## src/rtl/decode_if.sv

```systemverilog
//==============================================================================
// Module   : decode_if
// Purpose  : Fetch-side and execute-side handshake/field bundle of the decode stage.
// Revision : 1.0
//==============================================================================
`default_nettype none

interface decode_if #(
    parameter int PC_W = 32
);
    logic            in_valid;
    logic            in_ready;
    logic [31:0]     instr_in;
    logic [PC_W-1:0] pc_in;
    logic            out_valid;
    logic            out_ready;
    logic [5:0]      opcode;
    logic [4:0]      rs;
    logic [4:0]      rt;
    logic [4:0]      rd;
    logic [4:0]      shamt;
    logic [5:0]      funct;
    logic [15:0]     imm;
    logic [25:0]     addr;
    logic [31:0]     imm_ext;
    logic [PC_W-1:0] pc_out;

    // master = fetch/execute environment, slave = the decode stage
    modport master (
        output in_valid, instr_in, pc_in, out_ready,
        input  in_ready, out_valid, opcode, rs, rt, rd, shamt, funct,
               imm, addr, imm_ext, pc_out
    );

    modport slave (
        input  in_valid, instr_in, pc_in, out_ready,
        output in_ready, out_valid, opcode, rs, rt, rd, shamt, funct,
               imm, addr, imm_ext, pc_out
    );
endinterface

`default_nettype wire

```

## src/rtl/decode_stage.sv

```systemverilog
//==============================================================================
// Module   : decode_stage
// Purpose  : Buffered MIPS decode stage with load-use bubble and flush.
//            Optional macro DECODE_PERF_EN enables the bubble counter.
// Revision : 1.0
//==============================================================================
`default_nettype none

module decode_stage #(
    parameter int PC_W         = 32,
    parameter int FIFO_DEPTH   = 2,
    parameter int SIGN_EXT_LUI = 0
) (
    input  wire logic        CLK,
    input  wire logic        nRST,
    input  wire logic        flush,
    decode_if.slave          bus,
    output logic             load_use_stall,
    output logic [31:0]      perf_stall_cnt
);

    localparam int PTR_W = $clog2(FIFO_DEPTH);
    localparam int CNT_W = $clog2(FIFO_DEPTH + 1);
    localparam logic [CNT_W-1:0] DEPTH_C = CNT_W'(FIFO_DEPTH);

    localparam logic [5:0] OP_RTYPE = 6'h00;
    localparam logic [5:0] OP_J     = 6'h02;
    localparam logic [5:0] OP_JAL   = 6'h03;
    localparam logic [5:0] OP_BEQ   = 6'h04;
    localparam logic [5:0] OP_BNE   = 6'h05;
    localparam logic [5:0] OP_ANDI  = 6'h0C;
    localparam logic [5:0] OP_ORI   = 6'h0D;
    localparam logic [5:0] OP_XORI  = 6'h0E;
    localparam logic [5:0] OP_LUI   = 6'h0F;
    localparam logic [5:0] OP_LW    = 6'h23;
    localparam logic [5:0] OP_SW    = 6'h2B;
    localparam logic [5:0] OP_LL    = 6'h30;
    localparam logic [5:0] OP_SC    = 6'h38;

    logic [31:0]     instr_mem [FIFO_DEPTH];
    logic [PC_W-1:0] pc_mem    [FIFO_DEPTH];
    logic [PTR_W-1:0] wr_ptr;
    logic [PTR_W-1:0] rd_ptr;
    logic [CNT_W-1:0] count;

    logic [31:0]     out_instr;
    logic [PC_W-1:0] out_pc;
    logic [31:0]     out_imm;
    logic            out_valid_q;
    logic            stall_q;

    logic [31:0]     head_instr;
    logic [PC_W-1:0] head_pc;
    logic            head_present;
    logic            head_reads_rs;
    logic            head_reads_rt;
    logic            out_is_load;
    logic            load_hazard;
    logic            load;
    logic            push;
    logic            pop;
    logic            in_ready_w;

    function automatic logic [31:0] extend_imm(input logic [31:0] word);
        logic [31:0] ext;
        case (word[31:26])
            OP_ANDI, OP_ORI, OP_XORI: ext = {16'h0000, word[15:0]};
            OP_LUI: ext = (SIGN_EXT_LUI != 0) ? {word[15:0], 16'h0000}
                                              : {16'h0000, word[15:0]};
            default: ext = {{16{word[15]}}, word[15:0]};
        endcase
        return ext;
    endfunction

    assign head_instr   = instr_mem[rd_ptr];
    assign head_pc      = pc_mem[rd_ptr];
    assign head_present = (count != '0);
    assign in_ready_w   = (count < DEPTH_C);

    always_comb begin
        head_reads_rs = 1'b1;
        head_reads_rt = 1'b0;
        case (head_instr[31:26])
            OP_J, OP_JAL, OP_LUI: head_reads_rs = 1'b0;
            default:              head_reads_rs = 1'b1;
        endcase
        case (head_instr[31:26])
            OP_RTYPE, OP_BEQ, OP_BNE, OP_SW, OP_SC: head_reads_rt = 1'b1;
            default:                                head_reads_rt = 1'b0;
        endcase
    end

    assign out_is_load = (out_instr[31:26] == OP_LW) || (out_instr[31:26] == OP_LL);

    // Only checked as the load leaves; the bubble cycle has no handshake, so the
    // head moves on the next cycle without being re-examined.
    assign load_hazard = !flush && out_valid_q && bus.out_ready && out_is_load
                       && (out_instr[20:16] != 5'd0) && head_present
                       && ((head_reads_rs && (head_instr[25:21] == out_instr[20:16]))
                        || (head_reads_rt && (head_instr[20:16] == out_instr[20:16])));

    assign load = !flush && (!out_valid_q || bus.out_ready) && head_present && !load_hazard;
    assign pop  = load;
    assign push = !flush && bus.in_valid && in_ready_w;

    always_ff @(posedge CLK) begin
        if (push) begin
            instr_mem[wr_ptr] <= bus.instr_in;
            pc_mem[wr_ptr]    <= bus.pc_in;
        end
    end

    always_ff @(posedge CLK or negedge nRST) begin
        if (!nRST) begin
            wr_ptr <= '0;
            rd_ptr <= '0;
            count  <= '0;
        end else if (flush) begin
            wr_ptr <= '0;
            rd_ptr <= '0;
            count  <= '0;
        end else begin
            if (push) wr_ptr <= wr_ptr + 1'b1;
            if (pop)  rd_ptr <= rd_ptr + 1'b1;
            case ({push, pop})
                2'b10:   count <= count + 1'b1;
                2'b01:   count <= count - 1'b1;
                default: count <= count;
            endcase
        end
    end

    always_ff @(posedge CLK or negedge nRST) begin
        if (!nRST) begin
            out_valid_q <= 1'b0;
            out_instr   <= '0;
            out_pc      <= '0;
            out_imm     <= '0;
            stall_q     <= 1'b0;
        end else begin
            stall_q <= load_hazard;
            if (flush) begin
                out_valid_q <= 1'b0;
            end else if (load) begin
                out_valid_q <= 1'b1;
                out_instr   <= head_instr;
                out_pc      <= head_pc;
                out_imm     <= extend_imm(head_instr);
            end else if (bus.out_ready) begin
                out_valid_q <= 1'b0;
            end
        end
    end

    assign bus.in_ready  = in_ready_w;
    assign bus.out_valid = out_valid_q;
    assign bus.opcode    = out_instr[31:26];
    assign bus.rs        = out_instr[25:21];
    assign bus.rt        = out_instr[20:16];
    assign bus.rd        = out_instr[15:11];
    assign bus.shamt     = out_instr[10:6];
    assign bus.funct     = out_instr[5:0];
    assign bus.imm       = out_instr[15:0];
    assign bus.addr      = out_instr[25:0];
    assign bus.imm_ext   = out_imm;
    assign bus.pc_out    = out_pc;

    assign load_use_stall = stall_q && !flush;

`ifdef DECODE_PERF_EN
    logic [31:0] stall_cnt;

    // Survives flush on purpose: it counts bubbles over the whole run.
    always_ff @(posedge CLK or negedge nRST) begin
        if (!nRST) begin
            stall_cnt <= '0;
        end else if (load_use_stall) begin
            stall_cnt <= stall_cnt + 32'd1;
        end
    end

    assign perf_stall_cnt = stall_cnt;
`else
    assign perf_stall_cnt = 32'd0;
`endif

endmodule

`default_nettype wire
```

## src/flat_wrapper.sv

```systemverilog
// flat-port wrapper written by rule: the top's interface ports become plain ports
module decode_stage_flat 
#(
    parameter int PC_W         = 32,
    parameter int FIFO_DEPTH   = 2,
    parameter int SIGN_EXT_LUI = 0
)
  (CLK, nRST, flush, load_use_stall, perf_stall_cnt, bus_in_valid, bus_instr_in, bus_pc_in, bus_out_ready, bus_in_ready, bus_out_valid, bus_opcode, bus_rs, bus_rt, bus_rd, bus_shamt, bus_funct, bus_imm, bus_addr, bus_imm_ext, bus_pc_out);
  decode_if #(.PC_W(PC_W)) bus_i ();
  input  wire logic CLK;
  input  wire logic nRST;
  input  wire logic flush;
  output logic load_use_stall;
  output logic [31:0] perf_stall_cnt;
  input wire logic [$bits(bus_i.in_valid)-1:0] bus_in_valid;
  input wire logic [$bits(bus_i.instr_in)-1:0] bus_instr_in;
  input wire logic [$bits(bus_i.pc_in)-1:0] bus_pc_in;
  input wire logic [$bits(bus_i.out_ready)-1:0] bus_out_ready;
  output wire logic [$bits(bus_i.in_ready)-1:0] bus_in_ready;
  output wire logic [$bits(bus_i.out_valid)-1:0] bus_out_valid;
  output wire logic [$bits(bus_i.opcode)-1:0] bus_opcode;
  output wire logic [$bits(bus_i.rs)-1:0] bus_rs;
  output wire logic [$bits(bus_i.rt)-1:0] bus_rt;
  output wire logic [$bits(bus_i.rd)-1:0] bus_rd;
  output wire logic [$bits(bus_i.shamt)-1:0] bus_shamt;
  output wire logic [$bits(bus_i.funct)-1:0] bus_funct;
  output wire logic [$bits(bus_i.imm)-1:0] bus_imm;
  output wire logic [$bits(bus_i.addr)-1:0] bus_addr;
  output wire logic [$bits(bus_i.imm_ext)-1:0] bus_imm_ext;
  output wire logic [$bits(bus_i.pc_out)-1:0] bus_pc_out;
  assign bus_i.in_valid = bus_in_valid;
  assign bus_i.instr_in = bus_instr_in;
  assign bus_i.pc_in = bus_pc_in;
  assign bus_i.out_ready = bus_out_ready;
  assign bus_in_ready = bus_i.in_ready;
  assign bus_out_valid = bus_i.out_valid;
  assign bus_opcode = bus_i.opcode;
  assign bus_rs = bus_i.rs;
  assign bus_rt = bus_i.rt;
  assign bus_rd = bus_i.rd;
  assign bus_shamt = bus_i.shamt;
  assign bus_funct = bus_i.funct;
  assign bus_imm = bus_i.imm;
  assign bus_addr = bus_i.addr;
  assign bus_imm_ext = bus_i.imm_ext;
  assign bus_pc_out = bus_i.pc_out;
  decode_stage #(.PC_W(PC_W), .FIFO_DEPTH(FIFO_DEPTH), .SIGN_EXT_LUI(SIGN_EXT_LUI)) u_core (.CLK(CLK), .nRST(nRST), .flush(flush), .bus(bus_i), .load_use_stall(load_use_stall), .perf_stall_cnt(perf_stall_cnt));
endmodule
```

## config.mk

```make
export PLATFORM = sky130hd
export DESIGN_NAME = decode_stage_flat
export DESIGN_NICKNAME = d
export VERILOG_FILES = /design/src/rtl/decode_if.sv /design/src/rtl/decode_stage.sv /design/src/flat_wrapper.sv
export SDC_FILE = /design/constraint.sdc
export NUM_CORES = 1
export LEC_CHECK = 0
export CORE_MARGIN = 3
export CORE_UTILIZATION = 40
export CTS_CLUSTER_SIZE = 20
export DETAILED_ROUTE_END_ITERATION = 10
export HOLD_SLACK_MARGIN = 0.02
export PLACE_DENSITY = 0.69
export SLEW_MARGIN = 10
export SYNTH_ARGS = -nofsm -noshare
export SYNTH_HDL_FRONTEND = slang
export SYNTH_SLANG_ARGS = --single-unit
```

## constraint.sdc

```tcl
create_clock -name CLK -period 14.4 [get_ports CLK]
set_input_delay 2.88 -clock CLK [delete_from_list [all_inputs] [get_ports CLK]]
set_output_delay 2.88 -clock CLK [all_outputs]
set_load 0.1 [all_outputs]
```

==> results of run 1 <==
-- metal layers --
metal  up-vias  track usage
li1       2169            -
met1      2415        0.186
met2       194        0.264
met3        24       0.0453
met4        10       0.0471
met5         -            0
-- cells in the final DEF, fill, tap and decap left out, drive strengths merged, types with 2 or more instances in the layout --
| cell type | netlist | routed |
|---|---|---|
| a311oi | 2 | 2 |
| buf | 120 | 5 |
| dfrtp | 71 | 71 |
| clkinv | 0 | 5 |
| or2 | 2 | 2 |
| xnor2 | 12 | 12 |
| nand4 | 3 | 3 |
| or3 | 2 | 2 |
| o31ai | 2 | 2 |
| nor3 | 5 | 5 |
| inv | 6 | 14 |
| a211oi | 2 | 2 |
| a21oi | 21 | 21 |
| mux2i | 16 | 16 |
| a31oi | 2 | 2 |
| a32oi | 3 | 3 |
| clkbuf | 7 | 17 |
| nand3 | 10 | 10 |
| nand2 | 2 | 2 |
| nor4 | 2 | 2 |
| and3b | 2 | 2 |
| nand2b | 4 | 4 |
| clkdlybuf4s50 | 0 | 208 |
| nor2 | 9 | 9 |
| mux2 | 99 | 99 |
| conb | 1 | 32 |
| edfxtp | 128 | 128 |
| o21a | 7 | 7 |
| and3 | 3 | 3 |
| nor2b | 4 | 4 |
-- area by class of cell --
cell class	instances	area [um^2]
multi-input combinational	256	2220
timing repair buffer	213	2120
clock buffer	17	425
fill	1749	10200
sequential	199	5620
tap	275	344
clock inverter	15	164
inverter	6	22.5
-- cell families (layout without fill, tap and decap cells) --
logic type	Yosys count	in the layout	synth area share
other cells	1	32	0.000432
buf+inv	133	251	0.112
flops	199	199	0.647
simple gates	53	53	0.0356
xor+xnor	13	13	0.0131
mux	115	115	0.158
compound gates	43	43	0.0334
-- flip-flops by register name (all words and copies together) (netlist names), 2 cells and up --
name / count
u_core.bus.imm_ext: 17
u_core.pc_mem: 64
u_core.instr_mem: 64
u_core.count: 2
u_core.bus.pc_out: 32
u_core.out_instr: 16
-- through the flow --
step / setup slack [ps] / area (um^2) / cells / hold WS (ps)
after floorplan: 5960 / 8800 / 588 / 525
after global placement: 6690 / 10300 / 949 / 499
after detailed placement: 6690 / 10300 / 949 / 497
after CTS: 6690 / 10900 / 981 / 519
after global routing: 6630 / 10900 / 981 / 535
final: 6680 / 10900 / 981 / 515
-- worst paths after layout --
kind	end	slack, ps	depth (start not counted)
max	load_use_stall	6680	3
max in group asynchronous	u_core.rd_ptr	10980	2
min reg2reg	u_core.bus.pc_out[9]	510	1
min in group asynchronous	u_core.bus.pc_out[17]	2350	1
max reg2reg	u_core.bus.imm_ext[8]	9810	8
min	u_core.bus.pc_out[9]	510	1
==> results_dict.tcl, run 1 <==
set metrics [dict create \
    htreeDepth 4 \
    antenna_found_initial 5 \
    drive_gt1_frac 0.205 \
    cp_slowest_stage_delay_ps 1140 \
    die-area_um2 23500 \
    die_x_um 153 \
    crit-reg2reg-launch "u_core.rd_ptr" \
    path_cells "clkdlybuf4s50_1 -> nor2b_1 -> clkdlybuf4s50_1" \
    syn_area_um2 8680 \
    synth_enable_flop_cells 128 \
    finalCritPeriodShare 0.536 \
    worstMarginPinSlew_ps 1140 \
    place_congestion 0.787 \
    grt_setup_unrepaired "false" \
    boundaryPins 242 \
    syn_inst 557 \
    yosys-top-cells-area "edfxtp_1, dfrtp_1, mux2_2" \
    max-slew-margin-rel 0.241 \
    hold_viol_final 0 \
    final_core_util 0.516 \
    max_freq_mhz 130 \
    period_minus_slack_ps 7720 \
    drt_iter0_drc 214 \
    numPortBuffers 209 \
    yosysWarnings 0 \
    required_ps 11520 \
    ctsRootBufferMaster "clkbuf_16" \
    worstSetupPathType "input port to output port" \
    routed-wl-met3_um 1240 \
    diodes 0 \
    num_vias 4812 \
    grt_pass1_wl_um 28100 \
    clockBufferDepth 2 \
    cp.arrival_ps 4840 \
    post_cts_buffers 0 \
    ys.flop_type "edfxtp_1" \
    synth_common_cells "edfxtp_1, buf_4, mux2_2" \
    cts_hold_buf 0 \
    die_h_um 153 \
    wl_per_cell_um 18.4 \
    gr-total-overflow 0 \
    synth_top_area_share 0.443 \
    status "finished clean" \
    clock_latency_ps 420 \
    ant_nets 0 \
    grt_start_max_net_pins 78 \
    row_count 53 \
    cts_tree "yes" \
    wl_met1_um 7410 \
    drc 0 \
    crit_path_frequent_cell "clkdlybuf4s50_1" \
    worstPathMaxFanout 11 \
    startpoint "flush" \
    synthToLayoutAreaGrowth_pct 25.8 \
    viasPerCell 4.91 \
    clock_sinks 199 \
    cts-buffers-inserted 17 \
    holdCritPathClass "flip-flop to flip-flop" \
    final_nets 762 \
    yosysMostFrequentCell "edfxtp_1" \
    synth-seq-cells 199 \
    synthArstFlopShare 0.357 \
    min_from "u_core.bus.pc_out[9]" \
    grt_pass1_vias 5157 \
    drv_cap 0 \
    crit_slowest_cell "clkdlybuf4s50_1" \
    clk_pin_slew_ps 70 \
    tns_ps 0 \
    skew_ps 15.0 \
    highest_layer "met5" \
    dp_hpwl_um 12100 \
    synth_cell_type_count 49 \
    cpLargestDelayFamily "buffers and inverters" \
    yosysTopAreaCell "edfxtp_1" \
    crit_buf_inv 2 \
    avgSynthCellArea_um2 15.6 \
    dr.pass1.iters 5 \
    ys_seq_area_frac 0.647 \
    start_util 0.410 \
    core_um2 21200 \
    critPathLaunchType "input port" \
    wl_met2_um 9130 \
    track_usage 0.153 \
    final-setup-viol-count 0 \
    crit_path_end_kind "output port" \
    wl_um 18000 \
    cts_resized 0 \
    slew_viol_final 0 \
]
Power of run 1 is not shown: default switching activity piles up to over one toggle a cycle in this logic, so the estimate is an artifact.
==> run 2, diff against run 1 <==
==> constraint.sdc (replaced) <==
create_clock -name CLK -period 7.56 [get_ports CLK]
set_input_delay 1.512 -clock CLK [delete_from_list [all_inputs] [get_ports CLK]]
set_output_delay 1.512 -clock CLK [all_outputs]
set_load 0.1 [all_outputs]
==> run 2 against run 1 <==
Core utilization hardly changed. Die area stayed put. Global-route usage barely moved. Cell count is 0.20% higher. Sequential cell count did not move. Clock skew barely moved. Register-to-register slack got worse by 6600 ps. Largest cell class unchanged.
==> results_dict.tcl, run 2 (synthesis gave the netlist of run 1 again) <==
set metrics [dict create \
    die_x_um 153 \
    synthToLayoutAreaGrowth_pct 25.7 \
    reg2regPathDepth 8 \
    dp_hpwl_um 12100 \
    finalCritPeriodShare 0.662 \
    crit_path_frequent_cell "clkdlybuf4s50_1" \
    gr-total-overflow 0 \
    seq_area_um2 5620 \
    worstMarginPinSlew_ps 1120 \
    tns_ps 0 \
    core_um2 21200 \
    skew_ps 14.7 \
    wl_per_cell_um 18.3 \
    required_ps 6050 \
    start_util 0.410 \
    min_to "u_core.bus.pc_out[25]" \
    cts_resized 0 \
    drt_iter0_drc 185 \
    numPortBuffers 209 \
    clock_sinks 199 \
    ctsRootBufferMaster "clkbuf_16" \
    crit_slowest_cell "clkdlybuf4s50_1" \
    worstSetupPathType "input port to output port" \
    drc 0 \
    worst_r2r_endpoint "u_core.bus.pc_out[3]" \
    cp.arrival_ps 3500 \
    fin_ws_ps 2550 \
    clk_pin_slew_ps 70 \
    holdPathStages 1 \
    cts_tree "yes" \
    slew_viol_final 0 \
    crit_path_end_kind "output port" \
    crit-reg2reg-launch "u_core.rd_ptr" \
    worstPathMaxFanout 11 \
    clock_latency_ps 430 \
    pre_cts_slack_ps 2570 \
    die_h_um 153 \
    cts-buffers-inserted 17 \
    track_usage 0.153 \
    boundaryPins 242 \
    critPathLaunchType "input port" \
    cts_hold_buf 0 \
    min_from "u_core.bus.pc_out[25]" \
    grt_setup_unrepaired "false" \
    grt_pass1_vias 5088 \
    dr.pass1.iters 4 \
    row_count 53 \
    clockBufferDepth 2 \
    path_cells "clkdlybuf4s50_1 -> nor2b_1 -> clkdlybuf4s50_1" \
    die-area_um2 23500 \
    antenna_found_initial 4 \
    drv_cap 0 \
    holdCritPathClass "flip-flop to flip-flop" \
    period_minus_slack_ps 5010 \
    final_nets 763 \
    viasPerCell 4.86 \
    max-slew-margin-rel 0.251 \
    post_cts_buffers 0 \
    grt_pass1_wl_um 28100 \
    cpLargestDelayFamily "buffers and inverters" \
    grt_start_max_net_pins 78 \
    max_freq_mhz 200 \
    fillers 1727 \
    ant_nets 0 \
    hold_viol_final 0 \
    status "finished clean" \
    place_congestion 0.793 \
    layout_common_cells "clkdlybuf4s50_1, edfxtp_1, mux2_2" \
    htreeDepth 4 \
    num_vias 4780 \
    crit_buf_inv 2 \
    final-setup-viol-count 0 \
    mostFrequentLayoutCell "clkdlybuf4s50_1" \
    cp_slowest_stage_delay_ps 1150 \
    r2r_slack_ps 3170 \
    wl_um 18000 \
    drive_gt1_frac 0.208 \
    multiInputGateArea_um2 2220 \
]
-- run 2: cell count changes in the layout (fill, tap and decap cells not counted), sizes merged --
cell    change
inv         -1
clkbuf      +1
diode       +1
buf         +1
-- run 2: through the flow --
step,hold slack [ps],utilization,instance area (um^2),instances
floorplan,525,-,8800,588
global placement,500,0.489,10300,950
detailed placement,498,0.489,10300,950
CTS,515,0.516,10900,982
global route,536,0.516,10900,982
finish,514,0.516,10900,983
-- run 2: worst max path at each step --
stage,to,slack (ps),depth (start not counted),start
final,load_use_stall,2550,3,flush
after global routing,load_use_stall,2460,3,flush
after CTS,load_use_stall,2560,3,flush
after detailed placement,load_use_stall,2570,3,flush
after global placement,load_use_stall,2600,3,flush
after floorplan,u_core.instr_mem[0][0],490,2,bus_in_valid
-- run 2: area by class of cell --
cell class,count,share of cell area
clock inverters,14,0.0124
flip-flops and latches,199,0.515
diodes,1,0.000229
well taps,275,0.0315
multi-input cells,256,0.203
inverters,6,0.00206
clock buffers,18,0.0402
repair buffers,214,0.195
-- run 2: metal layers --
| metal | vias up | track usage | routed length, um |
|---|---|---|---|
| met3 | 19 | 0.0495 | 1460 |
| met5 | - | 0 | 61 |
| met4 | 8 | 0.0484 | 163 |
| met1 | 2367 | 0.191 | 7280 |
| met2 | 217 | 0.255 | 9030 |
| li1 | 2169 | - | - |
Power of run 2 is left out for the same reason.
==> run 3, diff against run 2 <==
==> constraint.sdc (replaced) <==
create_clock -name CLK -period 5 [get_ports CLK]
set_input_delay 1 -clock CLK [delete_from_list [all_inputs] [get_ports CLK]]
set_output_delay 1 -clock CLK [all_outputs]
set_load 0.1 [all_outputs]
==> run 3 against run 2 <==
Non-clock buffer count shrank 2. Via count decreased by 1.7%. Clock skew rose by 3.2 ps. Die area unchanged. Hold slack lost 1.3 ps. Cell count shrank 0.20%. Largest cell class unchanged. Highest routed layer unchanged.
==> results_dict.tcl, run 3 (synthesis gave the netlist of run 1 again) <==
set metrics [dict create \
    grt_pass1_vias 5130 \
    max-slew-margin-rel 0.237 \
    use_met2 0.256 \
    clock_sinks 199 \
    clock_latency_ps 430 \
    final_nets 761 \
    cts_hold_buf 0 \
    status "finished clean" \
    grt.met1_usage 0.186 \
    dr.pass1.iters 4 \
    drt_iter0_drc 155 \
    drv_cap 0 \
    drc 0 \
    grt_use_met3 0.0495 \
    core_um2 21200 \
    num_vias 4697 \
    required_ps 5300 \
    grt_pass1_wl_um 27800 \
    worstPathMaxFanout 77 \
    final-setup-viol-count 0 \
    crit_path_end_kind "flip-flop" \
    numPortBuffers 209 \
    boundaryPins 242 \
    mostFrequentLayoutCell "clkdlybuf4s50_1" \
    max_freq_mhz 269 \
    ctsRootBufferMaster "clkbuf_16" \
    start_util 0.410 \
    place_congestion 0.787 \
    die_h_um 153 \
    min_to "u_core.bus.pc_out[14]" \
    period_minus_slack_ps 3720 \
    crit-reg2reg-launch "u_core.rd_ptr" \
    holdCritPathClass "flip-flop to flip-flop" \
    holdPathStages 1 \
    htreeDepth 4 \
    grt_setup_unrepaired "false" \
    min_from "u_core.bus.pc_out[14]" \
    cts_tree "yes" \
    ant_nets 0 \
    clockBufferDepth 2 \
    drive_gt1_frac 0.206 \
    worst_r2r_endpoint "u_core.bus.imm_ext[5]" \
    cts-buffers-inserted 17 \
    track_usage 0.151 \
    die-area_um2 23500 \
    grt_start_max_net_pins 78 \
    worstMarginPinSlew_ps 1140 \
    viasPerCell 4.79 \
    row_count 53 \
    dp_hpwl_um 11500 \
    antenna_found_initial 3 \
    critPathLaunchType "flip-flop" \
    tns_ps 0 \
    gr-total-overflow 0 \
    wl_um 17600 \
    wl_per_cell_um 17.9 \
    synthToLayoutAreaGrowth_pct 25.4 \
    cts_resized 0 \
    hold_viol_final 0 \
    finalCritPeriodShare 0.744 \
    clk_pin_slew_ps 70 \
    cp.arrival_ps 4030 \
    r2r_slack_ps 1280 \
    layout_common_cells "clkdlybuf4s50_1, edfxtp_1, mux2_2" \
    worstSetupPathType "flip-flop to flip-flop" \
    skew_ps 17.9 \
    slew_viol_final 0 \
    post_cts_buffers 0 \
    reg2regPathDepth 8 \
    top_usage_layer "met2" \
    die_x_um 153 \
    fillers 1760 \
]
## run 3: cell count changes in the layout (fill, tap and decap cells not counted)
cell and delta:
clkdlybuf4s50_1 -1, clkinv_4 -1, clkbuf_1 +1, bufinv_16 -1
nor3b_2 -1, clkinv_2 -1, nor3b_4 +1, buf_4 -2
buf_12 +1, clkinvlp_4 +1, inv_6 +1
## run 3: worst max path at each step
stage / from / to / slack [ps] / cells past startpoint
floorplan: bus_in_valid / u_core.instr_mem[0][0] / 720 / 2
global placement: flush / u_core.bus.pc_out[13] / 1340 / 9
detailed placement: flush / u_core.bus.pc_out[19] / 1150 / 9
CTS: u_core.rd_ptr / u_core.bus.imm_ext[5] / 1230 / 8
global route: u_core.rd_ptr / u_core.bus.pc_out[24] / 1010 / 8
finish: u_core.rd_ptr / u_core.bus.imm_ext[5] / 1280 / 8
## run 3: stage by stage
| step | utilization | setup WS (ps) | cells | area (um^2) | hold WS, ps |
|---|---|---|---|---|---|
| finish | 0.515 | 1280 | 981 | 10900 | 513 |
| detailed placement | 0.489 | 1150 | 948 | 10300 | 497 |
| floorplan | - | 718 | 588 | 8800 | 532 |
| global route | 0.515 | 1010 | 980 | 10900 | 535 |
| global placement | 0.489 | 1340 | 948 | 10300 | 499 |
| CTS | 0.515 | 1230 | 980 | 10900 | 517 |
## run 3: area by class of cell
type	instances	area (um^2)	area share
flip-flops and latches	199	5620	0.516
multi-input cells	256	2220	0.204
clock buffers	19	443	0.0407
diodes	1	2.50	0.000230
repair buffers	212	2120	0.195
inverters	6	22.5	0.00207
clock inverters	13	108	0.00988
well taps	275	344	0.0316
## run 3: per-layer routing
metal / share of wire / wire [um]
met5: 0.0024 / 42
met4: 0.011 / 191
met3: 0.072 / 1270
met2: 0.50 / 8730
met1: 0.42 / 7360
## run 3: worst max-delay path, stage by stage, from the launching register on
cell	delay, ps
dfrtp_4	1180
inv_1	290
o31ai_1	480
o221ai_2	190
nand4_1	180
nand3_2	170
a21oi_4	160
buf_4	500
mux2_2	410
Power of run 3 is left out for the same reason.
